### src/rtl/hazard_scoreboard_pkg.sv
// Shared core package for the hazard scoreboard.
// Provides the register-address type, the x0 constant, scoreboard widths
// and a small helper used by the scoreboard datapath.
package hazard_scoreboard_pkg;

  localparam int unsigned REG_ADDR_W = 5;
  localparam int unsigned NUM_REGS   = 32;
  localparam int unsigned CNT_W      = 4;
  localparam int unsigned PERF_W     = 32;

  typedef logic [REG_ADDR_W-1:0] reg_addr_t;

  localparam reg_addr_t REG_ZERO = reg_addr_t'(0);

  // True when the register address names a real (writable) register.
  function automatic logic is_real_reg(input reg_addr_t addr);
    return addr != REG_ZERO;
  endfunction

endpackage

### src/rtl/hazard_scoreboard.sv
// hazard_scoreboard: in-order pipeline scoreboard for long-latency writes.
// Tracks pending destination registers, raises a decode stall on RAW / WAW /
// load-use / capacity hazards, and flags completions with no matching entry.
//
// Ports:
//   clk, rst_n                    clock, async active-low reset
//   id_rs1_addr, id_rs2_addr      decode sources
//   id_rd_addr, id_reg_write      decode destination and write enable
//   id_long_lat, id_valid         decode op is long-latency / decode valid
//   ex_mem_read, ex_rd_addr       load in EX and its destination
//   cmp_valid, cmp_rd_addr        long-latency writeback completion
//   flush                         squash the decode instruction
//   stall                         combinational hold of decode and fetch
//   pending_mask, outstanding     registered scoreboard state
//   err_sticky                    sticky bad-completion flag
//   stall_cycles                  stall performance counter
//
// Optional feature macro: HAZARD_SCOREBOARD_PERF_EN enables the saturating
// stall_cycles counter; without it stall_cycles is tied to zero.
module hazard_scoreboard
  import hazard_scoreboard_pkg::*;
#(
  parameter int unsigned MAX_OUTSTANDING = 4
) (
  input  logic        clk,
  input  logic        rst_n,
  input  logic [4:0]  id_rs1_addr,
  input  logic [4:0]  id_rs2_addr,
  input  logic [4:0]  id_rd_addr,
  input  logic        id_reg_write,
  input  logic        id_long_lat,
  input  logic        id_valid,
  input  logic        ex_mem_read,
  input  logic [4:0]  ex_rd_addr,
  input  logic        cmp_valid,
  input  logic [4:0]  cmp_rd_addr,
  input  logic        flush,
  output logic        stall,
  output logic [31:0] pending_mask,
  output logic [3:0]  outstanding,
  output logic        err_sticky,
  output logic [31:0] stall_cycles
);

  logic [NUM_REGS-1:0] pending_q, pending_d;
  logic [CNT_W-1:0]    outstanding_q, outstanding_d;
  logic                err_q, err_d;

  logic rs1_hit, rs2_hit, waw_hit, load_use, full;
  logic issue_ok, cmp_ok, cmp_err;

  // Hazard detection from registered state only (no completion bypass).
  always_comb begin
    rs1_hit  = is_real_reg(id_rs1_addr) && pending_q[id_rs1_addr];
    rs2_hit  = is_real_reg(id_rs2_addr) && pending_q[id_rs2_addr];
    waw_hit  = id_reg_write && is_real_reg(id_rd_addr) && pending_q[id_rd_addr];
    load_use = ex_mem_read && is_real_reg(ex_rd_addr) &&
               ((is_real_reg(id_rs1_addr) && (ex_rd_addr == id_rs1_addr)) ||
                (is_real_reg(id_rs2_addr) && (ex_rd_addr == id_rs2_addr)));
    full     = outstanding_q == CNT_W'(MAX_OUTSTANDING);
    stall    = id_valid && !flush &&
               (rs1_hit || rs2_hit || waw_hit || load_use || (id_long_lat && full));
  end

  // Next-state: issue sets, completion clears; both may land in one cycle.
  always_comb begin
    pending_d     = pending_q;
    outstanding_d = outstanding_q;
    err_d         = err_q;

    issue_ok = id_valid && id_long_lat && id_reg_write && is_real_reg(id_rd_addr) &&
               !stall && !flush;
    cmp_ok   = cmp_valid && is_real_reg(cmp_rd_addr) && pending_q[cmp_rd_addr];
    cmp_err  = cmp_valid && !cmp_ok;

    if (issue_ok) pending_d[id_rd_addr]  = 1'b1;
    if (cmp_ok)   pending_d[cmp_rd_addr] = 1'b0;
    pending_d[0] = 1'b0;

    outstanding_d = outstanding_q + CNT_W'(issue_ok) - CNT_W'(cmp_ok);
    if (cmp_err) err_d = 1'b1;
  end

  // Scoreboard state registers.
  always_ff @(posedge clk or negedge rst_n) begin
    if (!rst_n) begin
      pending_q     <= '0;
      outstanding_q <= '0;
      err_q         <= 1'b0;
    end else begin
      pending_q     <= pending_d;
      outstanding_q <= outstanding_d;
      err_q         <= err_d;
    end
  end

  assign pending_mask = pending_q;
  assign outstanding  = outstanding_q;
  assign err_sticky   = err_q;

`ifdef HAZARD_SCOREBOARD_PERF_EN
  logic [PERF_W-1:0] stall_cycles_q;

  // Saturating count of stalled edges.
  always_ff @(posedge clk or negedge rst_n) begin
    if (!rst_n) begin
      stall_cycles_q <= '0;
    end else if (stall && (stall_cycles_q != '1)) begin
      stall_cycles_q <= stall_cycles_q + PERF_W'(1);
    end
  end

  assign stall_cycles = stall_cycles_q;
`else
  assign stall_cycles = '0;
`endif

endmodule

### config.mk
export PLATFORM = sky130hd
export DESIGN_NAME = hazard_scoreboard
export DESIGN_NICKNAME = d
export VERILOG_FILES = /design/src/rtl/hazard_scoreboard_pkg.sv /design/src/rtl/hazard_scoreboard.sv
export SDC_FILE = /design/constraint.sdc
export NUM_CORES = 1
export LEC_CHECK = 0
export CORE_ASPECT_RATIO = 0.6
export CORE_UTILIZATION = 49
export CTS_CLUSTER_DIAMETER = 200
export DETAILED_ROUTE_END_ITERATION = 7
export MAX_ROUTING_LAYER = met4
export PLACE_DENSITY = 0.83
export SYNTH_ARGS = -nofsm -noshare
export SYNTH_HDL_FRONTEND = slang
export SYNTH_SLANG_ARGS = --single-unit
### constraint.sdc
create_clock -name clk -period 4 [get_ports clk]
set_input_delay 0.4 -clock clk [delete_from_list [all_inputs] [get_ports clk]]
set_output_delay 0.4 -clock clk [all_outputs]
set_load 0.05 [all_outputs]
==> impl_metrics.csv, run 1 <==
group,metric,value,unit
cells_and_area,area_delta_synth_final,23.9,%
sta,fin_crit_sh,85.5,%
logic_synthesis,yosysTopAreaCell,"dfrtp_1",
floorplan,start_util,51.3,%
drt,drt-initial-drc-count,334,
cts,cts_resized,0,
flow_run,max_cap_violations,0,
status,outcome,"finished, final reports clean",
pwr,p_comb_share,34.8,%
drt,vias,3353,
floorplan,die_h,67.2,um
sta,final.setup.tns,0,ns
sta,timing.fmax,292,MHz
cells_and_area,final_area,4300,um^2
cells_and_area,multi_input_area,2210,um^2
logic_synthesis,async_flop_share,100,%
cts,path_clk_slew,0.06,ns
cells_and_area,stdcell_count,521,
global_routing,grt_pass1_wl,17700,um
drt,avgViaCountPerCell,6.44,
pwr,power.switching,488,uW
global_routing,grt_pass1_vias,3033,
cells_and_area,regArea,901,um^2
cts,clk_latency,0.29,ns
global_routing,overflow,0,
worst_setup_path,cp.required,4.18,ns
logic_synthesis,ys_types,58,
drt,antenna_left,0,
floorplan,dieArea,7440,um^2
cts,cts-root-buf,"clkbuf_16",
cts,cts_buffer_depth,2,
place,gp_congestion,1.01,
worst_setup_path,slowest_stage,"clkdlybuf4s50_1",
place,dp.final_hpwl,9020,um
logic_synthesis,synth_edf_count,0,
cells_and_area,drive_gt1_share,13.6,%
worst_setup_path,cp_cell_sequence,"clkdlybuf4s50_1 > buf_4 > mux4_2 > mux4_2 > mux2i_1 > nor2b_1 > ha_1 > inv_1 > ha_1 > fa_1 > xor2_1",
place,dp_cells,513,
worst_setup_path,critPathCaptureType,"flip-flop",
sta,rsz0062_at_grt,"no",
cts,hold_buffers,0,
pwr,seqPwrFrac,30.7,%
cells_and_area,fillCellCount,585,
floorplan,core.rowCount,23,
logic_synthesis,ys_ff_latch,36,
global_routing,grt_max_degree,37,
place,io_buffers,69,
cts,post_cts_buffers,0,
sta,slew_headroom,45.7,%
floorplan,coreArea,6760,um^2
worst_setup_path,criticalPathCategory,"input port to flip-flop",
logic_synthesis,yosys.area.top_type_share,25.9,%
cts,cts_tree,"yes",
logic_synthesis,synth_area,3470,um^2
sta,layout_setup_ws,0.580,ns
sta,clock-skew-final,0.00259,ns
sta,tightest_slew,0.813,ns
sta,hold_ws,0.535,ns
cells_and_area,insertedDiodeCount,0,
pwr,leakagePower,1.61,nW
logic_synthesis,synthFlopType,"dfrtp_1",
logic_synthesis,seq_area_frac_synth,25.9,%
place,pre_cts_slack,0.292,ns
drt,drc,0,
logic_synthesis,yosys-top-cells-area,"dfrtp_1, mux4_2, buf_4",
logic_synthesis,synth-warning-count,0,
sta,drv_slew,0,
pwr,power_density,309,nW/um^2
worst_setup_path,path_max_fanout,8,
cts,numCtsBuffers,5,
cells_and_area,nets,472,
sta,finalSetupViolCount,0,
drt,post_drt_wl_per_cell,22.7,um
worst_setup_path,arrival,3.60,ns
sta,period_needed,3.42,ns
drt,wl,11800,um
floorplan,die_w,111,um
cts,numClockSinks,36,
worst_hold_path,min_path_type,"input port to asynchronous set/reset pin",
pwr,p_sw_share,36.8,%
pwr,power.internal,840,uW
worst_setup_path,critical-path-max-stage-delay,0.59,ns
floorplan,io-pin-count,103,
sta,hold_viol,0,
pwr,ir_drop,0.000393,V
logic_synthesis,postSynthCellCount,365,
cts,h-tree-depth,2,
worst_setup_path,setup.worst_path.start_class,"input port",
pwr,clkPwrFrac,34.5,%
place,placed_cell_area,4130,um^2
logic_synthesis,synth.avg_cell_area,9.51,um^2
global_routing,grtUsageTotal,33.7,%
drt,dr.pass1.iters,5,
global_routing,antenna_found_initial,0,
-- state kept, by name (all words and copies together), names as in the netlist --
name	flops
err_sticky	1
outstanding	4
pending_mask	31
-- power groups by stage --
| stage | Clock [mW] | Combinational (mW) | Sequential (mW) |
|---|---|---|---|
| finish | 0.458 | 0.463 | 0.408 |
| global placement | 0 | 0.448 | 0.412 |
| CTS | 0.462 | 0.461 | 0.408 |
| detailed placement | 0 | 0.459 | 0.414 |
| floorplan | 0 | 0.266 | 0.487 |
| global route | 0.479 | 0.490 | 0.412 |
-- cell usage after synthesis, types with 3 or more instances --
| library cell | count |
|---|---|
| mux2_2 | 6 |
| inv_1 | 37 |
| nand3_1 | 4 |
| mux4_2 | 21 |
| dfrtp_1 | 36 |
| nand2_1 | 18 |
| o22a_1 | 3 |
| ha_1 | 5 |
| nor4_1 | 3 |
| nand4b_1 | 4 |
| mux4_1 | 3 |
| a21oi_1 | 21 |
| nand4_1 | 5 |
| o22ai_1 | 12 |
| clkbuf_1 | 9 |
| nor2_1 | 27 |
| nand2b_1 | 7 |
| a41oi_1 | 3 |
| o2111ai_1 | 5 |
| o21ai_0 | 7 |
| nand3b_1 | 3 |
| a221oi_1 | 9 |
| buf_2 | 6 |
| buf_4 | 34 |
| nor2b_1 | 7 |
| or2_2 | 3 |
| xnor2_1 | 7 |
| xor2_1 | 4 |
| mux2i_1 | 12 |
| a221oi_2 | 3 |
-- worst max-delay path, delay by kind of cell --
family        cells  cell delay (ns)
simple gates      1             0.10
xor+xnor          1             0.17
mux               3             1.21
fa+ha+maj         3             0.88
buf+inv           3             0.86
-- final timing paths --
kind / cells after the start / endpoint / slack (ns) / startpoint
min reg2reg: 1 / outstanding[0] / 0.56 / outstanding[0]
min: 2 / pending_mask[19] / 0.53 / rst_n
max: 11 / outstanding[2] / 0.58 / cmp_rd_addr[0]
min in group clk: 1 / outstanding[0] / 0.56 / outstanding[0]
max in group asynchronous: 2 / pending_mask[27] / 3.11 / rst_n
max reg2reg: 9 / outstanding[2] / 0.93 / pending_mask[14]
-- cell usage in the layout (no fill, tap or decap), types with 4 or more instances in the layout --
master | synthesis | final
buf_4 | 34 | 13
mux2i_1 | 12 | 12
nand2_1 | 18 | 18
mux4_2 | 21 | 21
a21oi_1 | 21 | 21
ha_1 | 5 | 5
xor2_1 | 4 | 4
o2111ai_1 | 5 | 5
nand4_1 | 5 | 5
nand2b_1 | 7 | 7
nor2b_1 | 7 | 7
mux2_2 | 6 | 6
o22ai_1 | 12 | 12
inv_1 | 37 | 37
xnor2_1 | 7 | 7
a221oi_1 | 9 | 9
o21ai_0 | 7 | 7
nand4b_1 | 4 | 4
clkbuf_16 | 0 | 5
nand3_1 | 4 | 4
clkdlybuf4s50_1 | 0 | 68
conb_1 | 1 | 33
dfrtp_1 | 36 | 36
nor2_1 | 27 | 27
-- through the flow --
stage,power (mW),utilization (%)
finish,1.33,63.6
global route,1.38,63.6
floorplan,0.753,-
global placement,0.861,61.1
detailed placement,0.873,61.1
CTS,1.33,63.6
-- cell type report --
| class | count | share of cell area [%] |
|---|---|---|
| multi-input cells | 272 | 51.3 |
| clock buffers | 5 | 2.91 |
| repair buffers | 81 | 18.1 |
| flip-flops and latches | 36 | 20.9 |
| clock inverters | 3 | 0.989 |
| well taps | 87 | 2.53 |
| inverters | 37 | 3.23 |
-- metal layers --
| metal | GRT usage (%) | wire (um) | part of all wire [%] |
|---|---|---|---|
| met5 | - | 0 | 0 |
| met4 | 11.5 | 257 | 2.2 |
| met3 | 10.8 | 1680 | 14 |
| met2 | 46.4 | 4860 | 41 |
| met1 | 46.6 | 5030 | 43 |
-- cell families after synthesis --
family | Yosys count | share of synthesized area [%]
buf+inv | 89 | 14.0
fa+ha+maj | 6 | 2.38
mux | 42 | 21.3
compound gates | 79 | 16.5
simple gates | 101 | 17.0
xor+xnor | 11 | 2.77
flops | 36 | 25.9
other cells | 1 | 0.108
Power figures use the tool's default switching activity.
==> run 2: changes to the inputs <==
--- a/config.mk
+++ b/config.mk
@@ -10,7 +10,7 @@
 export CTS_CLUSTER_DIAMETER = 200
 export DETAILED_ROUTE_END_ITERATION = 7
 export MAX_ROUTING_LAYER = met4
-export PLACE_DENSITY = 0.83
+export PLACE_DENSITY = 0.85
 export SYNTH_ARGS = -nofsm -noshare
 export SYNTH_HDL_FRONTEND = slang
 export SYNTH_SLANG_ARGS = --single-unit
==> impl_metrics.csv, run 2 (synthesis results as in run 1) <==
group,metric,value,unit
status,outcome,"finished, final reports clean",
sta,period_needed,3.49,ns
drt,drt-initial-drc-count,410,
floorplan,dieArea,7440,um^2
floorplan,io-pin-count,103,
worst_setup_path,setup.worst_path.start,"id_rs1_addr[1]",
sta,hold_viol,0,
worst_setup_path,r2r_slack,0.71,ns
drt,dr.pass1.iters,5,
drt,wl,11100,um
cts,cts_buffer_depth,2,
drt,antenna_left,0,
floorplan,die_h,67.2,um
cts,hold_buffers,0,
sta,slew_headroom,55.0,%
global_routing,grt_max_degree,37,
cts,h-tree-depth,2,
floorplan,die_w,111,um
pwr,ir_drop,0.000207,V
place,io_buffers,69,
cts,numCtsBuffers,5,
sta,drv_slew,0,
worst_setup_path,endpoint,"outstanding[2]",
cells_and_area,insertedDiodeCount,0,
drt,avgViaCountPerCell,6.33,
cts,numClockSinks,36,
cells_and_area,final_cell_mix,"clkdlybuf4s50_1, inv_1, dfrtp_1",
worst_setup_path,critPathCaptureType,"flip-flop",
cts,cts-root-buf,"clkbuf_16",
cells_and_area,nets,471,
worst_setup_path,cp.required,4.17,ns
sta,tightest_slew,0.674,ns
cts,cts_tree,"yes",
cells_and_area,drive_gt1_share,13.4,%
cts,cts_resized,0,
drt,post_drt_wl_per_cell,21.4,um
flow_run,max_cap_violations,0,
cts,path_clk_slew,0.06,ns
cells_and_area,area_delta_synth_final,23.1,%
sta,rsz0062_at_grt,"no",
sta,clock-skew-final,0.00366,ns
floorplan,start_util,51.3,%
floorplan,coreArea,6760,um^2
cts,post_cts_buffers,0,
place,gp_congestion,0.973,
sta,fin_crit_sh,87.2,%
sta,timing.fmax,287,MHz
global_routing,grt_pass1_vias,3162,
sta,finalSetupViolCount,0,
floorplan,core.rowCount,23,
worst_setup_path,criticalPathCategory,"input port to flip-flop",
global_routing,overflow,0,
worst_setup_path,worstReg2RegEnd,"outstanding[2]",
worst_setup_path,setup.worst_path.start_class,"input port",
global_routing,antenna_found_initial,0,
worst_hold_path,min_path_type,"flip-flop to flip-flop",
pwr,leakagePower,1.60,nW
worst_setup_path,timing.rr.start,"pending_mask[20]",
cells_and_area,mostFrequentLayoutCell,"clkdlybuf4s50_1",
sta,final.setup.tns,0,ns
worst_setup_path,path_max_fanout,9,
cts,clk_latency,0.28,ns
drt,drc,0,
worst_setup_path,reg2reg_depth,10,
drt,vias,3290,
global_routing,grt_pass1_wl,17200,um
place,dp.final_hpwl,8520,um
global_routing,grtUsageTotal,31.7,%
pwr,total_power,1.27,mW
worst_setup_path,arrival,3.66,ns
pwr,power_density,296,nW/um^2
cells_and_area,largest_reg_flops,31,
-- run 2: per-stage QoR --
step	instance area (um^2)	util, %	hold slack (ns)	setup WS [ns]	cells
3_3_place_gp	4130	61.0	0.496	0.400	512
3_5_place_dp	4130	61.0	0.478	0.241	512
5_1_grt	4270	63.2	0.523	0.407	520
2_1_floorplan	3590	-	0.104	0.812	397
6_report	4270	63.2	0.504	0.512	520
4_1_cts	4270	63.2	0.494	0.536	520
-- run 2: power by group --
part	total, mW	leakage [nW]	switching [mW]	internal [mW]
clock	0.395	0.0766	0.150	0.245
sequential	0.408	0.487	0.0191	0.389
combinational	0.463	1.03	0.304	0.158
-- run 2: cell type report --
| type | count | area [um^2] |
|---|---|---|
| Fill cell | 558 | 2490 |
| Multi-Input combinational cell | 272 | 2210 |
| Sequential cell | 36 | 901 |
| Timing Repair Buffer | 80 | 771 |
| Clock buffer | 6 | 139 |
| Inverter | 37 | 139 |
| Tap cell | 87 | 109 |
| Clock inverter | 2 | 10.0 |
-- run 2: per-layer routing --
metal / GRT usage [%] / share of wire [%] / vias to the layer above
met5: - / 0 / -
met4: 11.3 / 2.4 / 0
met3: 12.1 / 15 / 35
met2: 44.6 / 42 / 276
met1: 41.7 / 40 / 1552
li1: - / - / 1427
-- run 2: worst min-delay path by stage --
stage | from | endpoint | slack [ns] | cells after the start
final | err_sticky | err_sticky | 0.50 | 1
after detailed placement | err_sticky | err_sticky | 0.48 | 1
after global routing | err_sticky | err_sticky | 0.52 | 1
after floorplan | rst_n | err_sticky | 0.10 | 0
after global placement | err_sticky | err_sticky | 0.50 | 1
after CTS | err_sticky | err_sticky | 0.49 | 1
-- run 2: critical path, stage by stage --
cell and delay, ns:
clkdlybuf4s50_1 0.74, mux4_1 0.61, nand3b_1 0.10, nand2_1 0.07, o311ai_1 0.29, and4_1 0.27, nand3_1 0.08, ha_1 0.28
inv_1 0.04, ha_1 0.21, fa_1 0.39, xor2_1 0.17
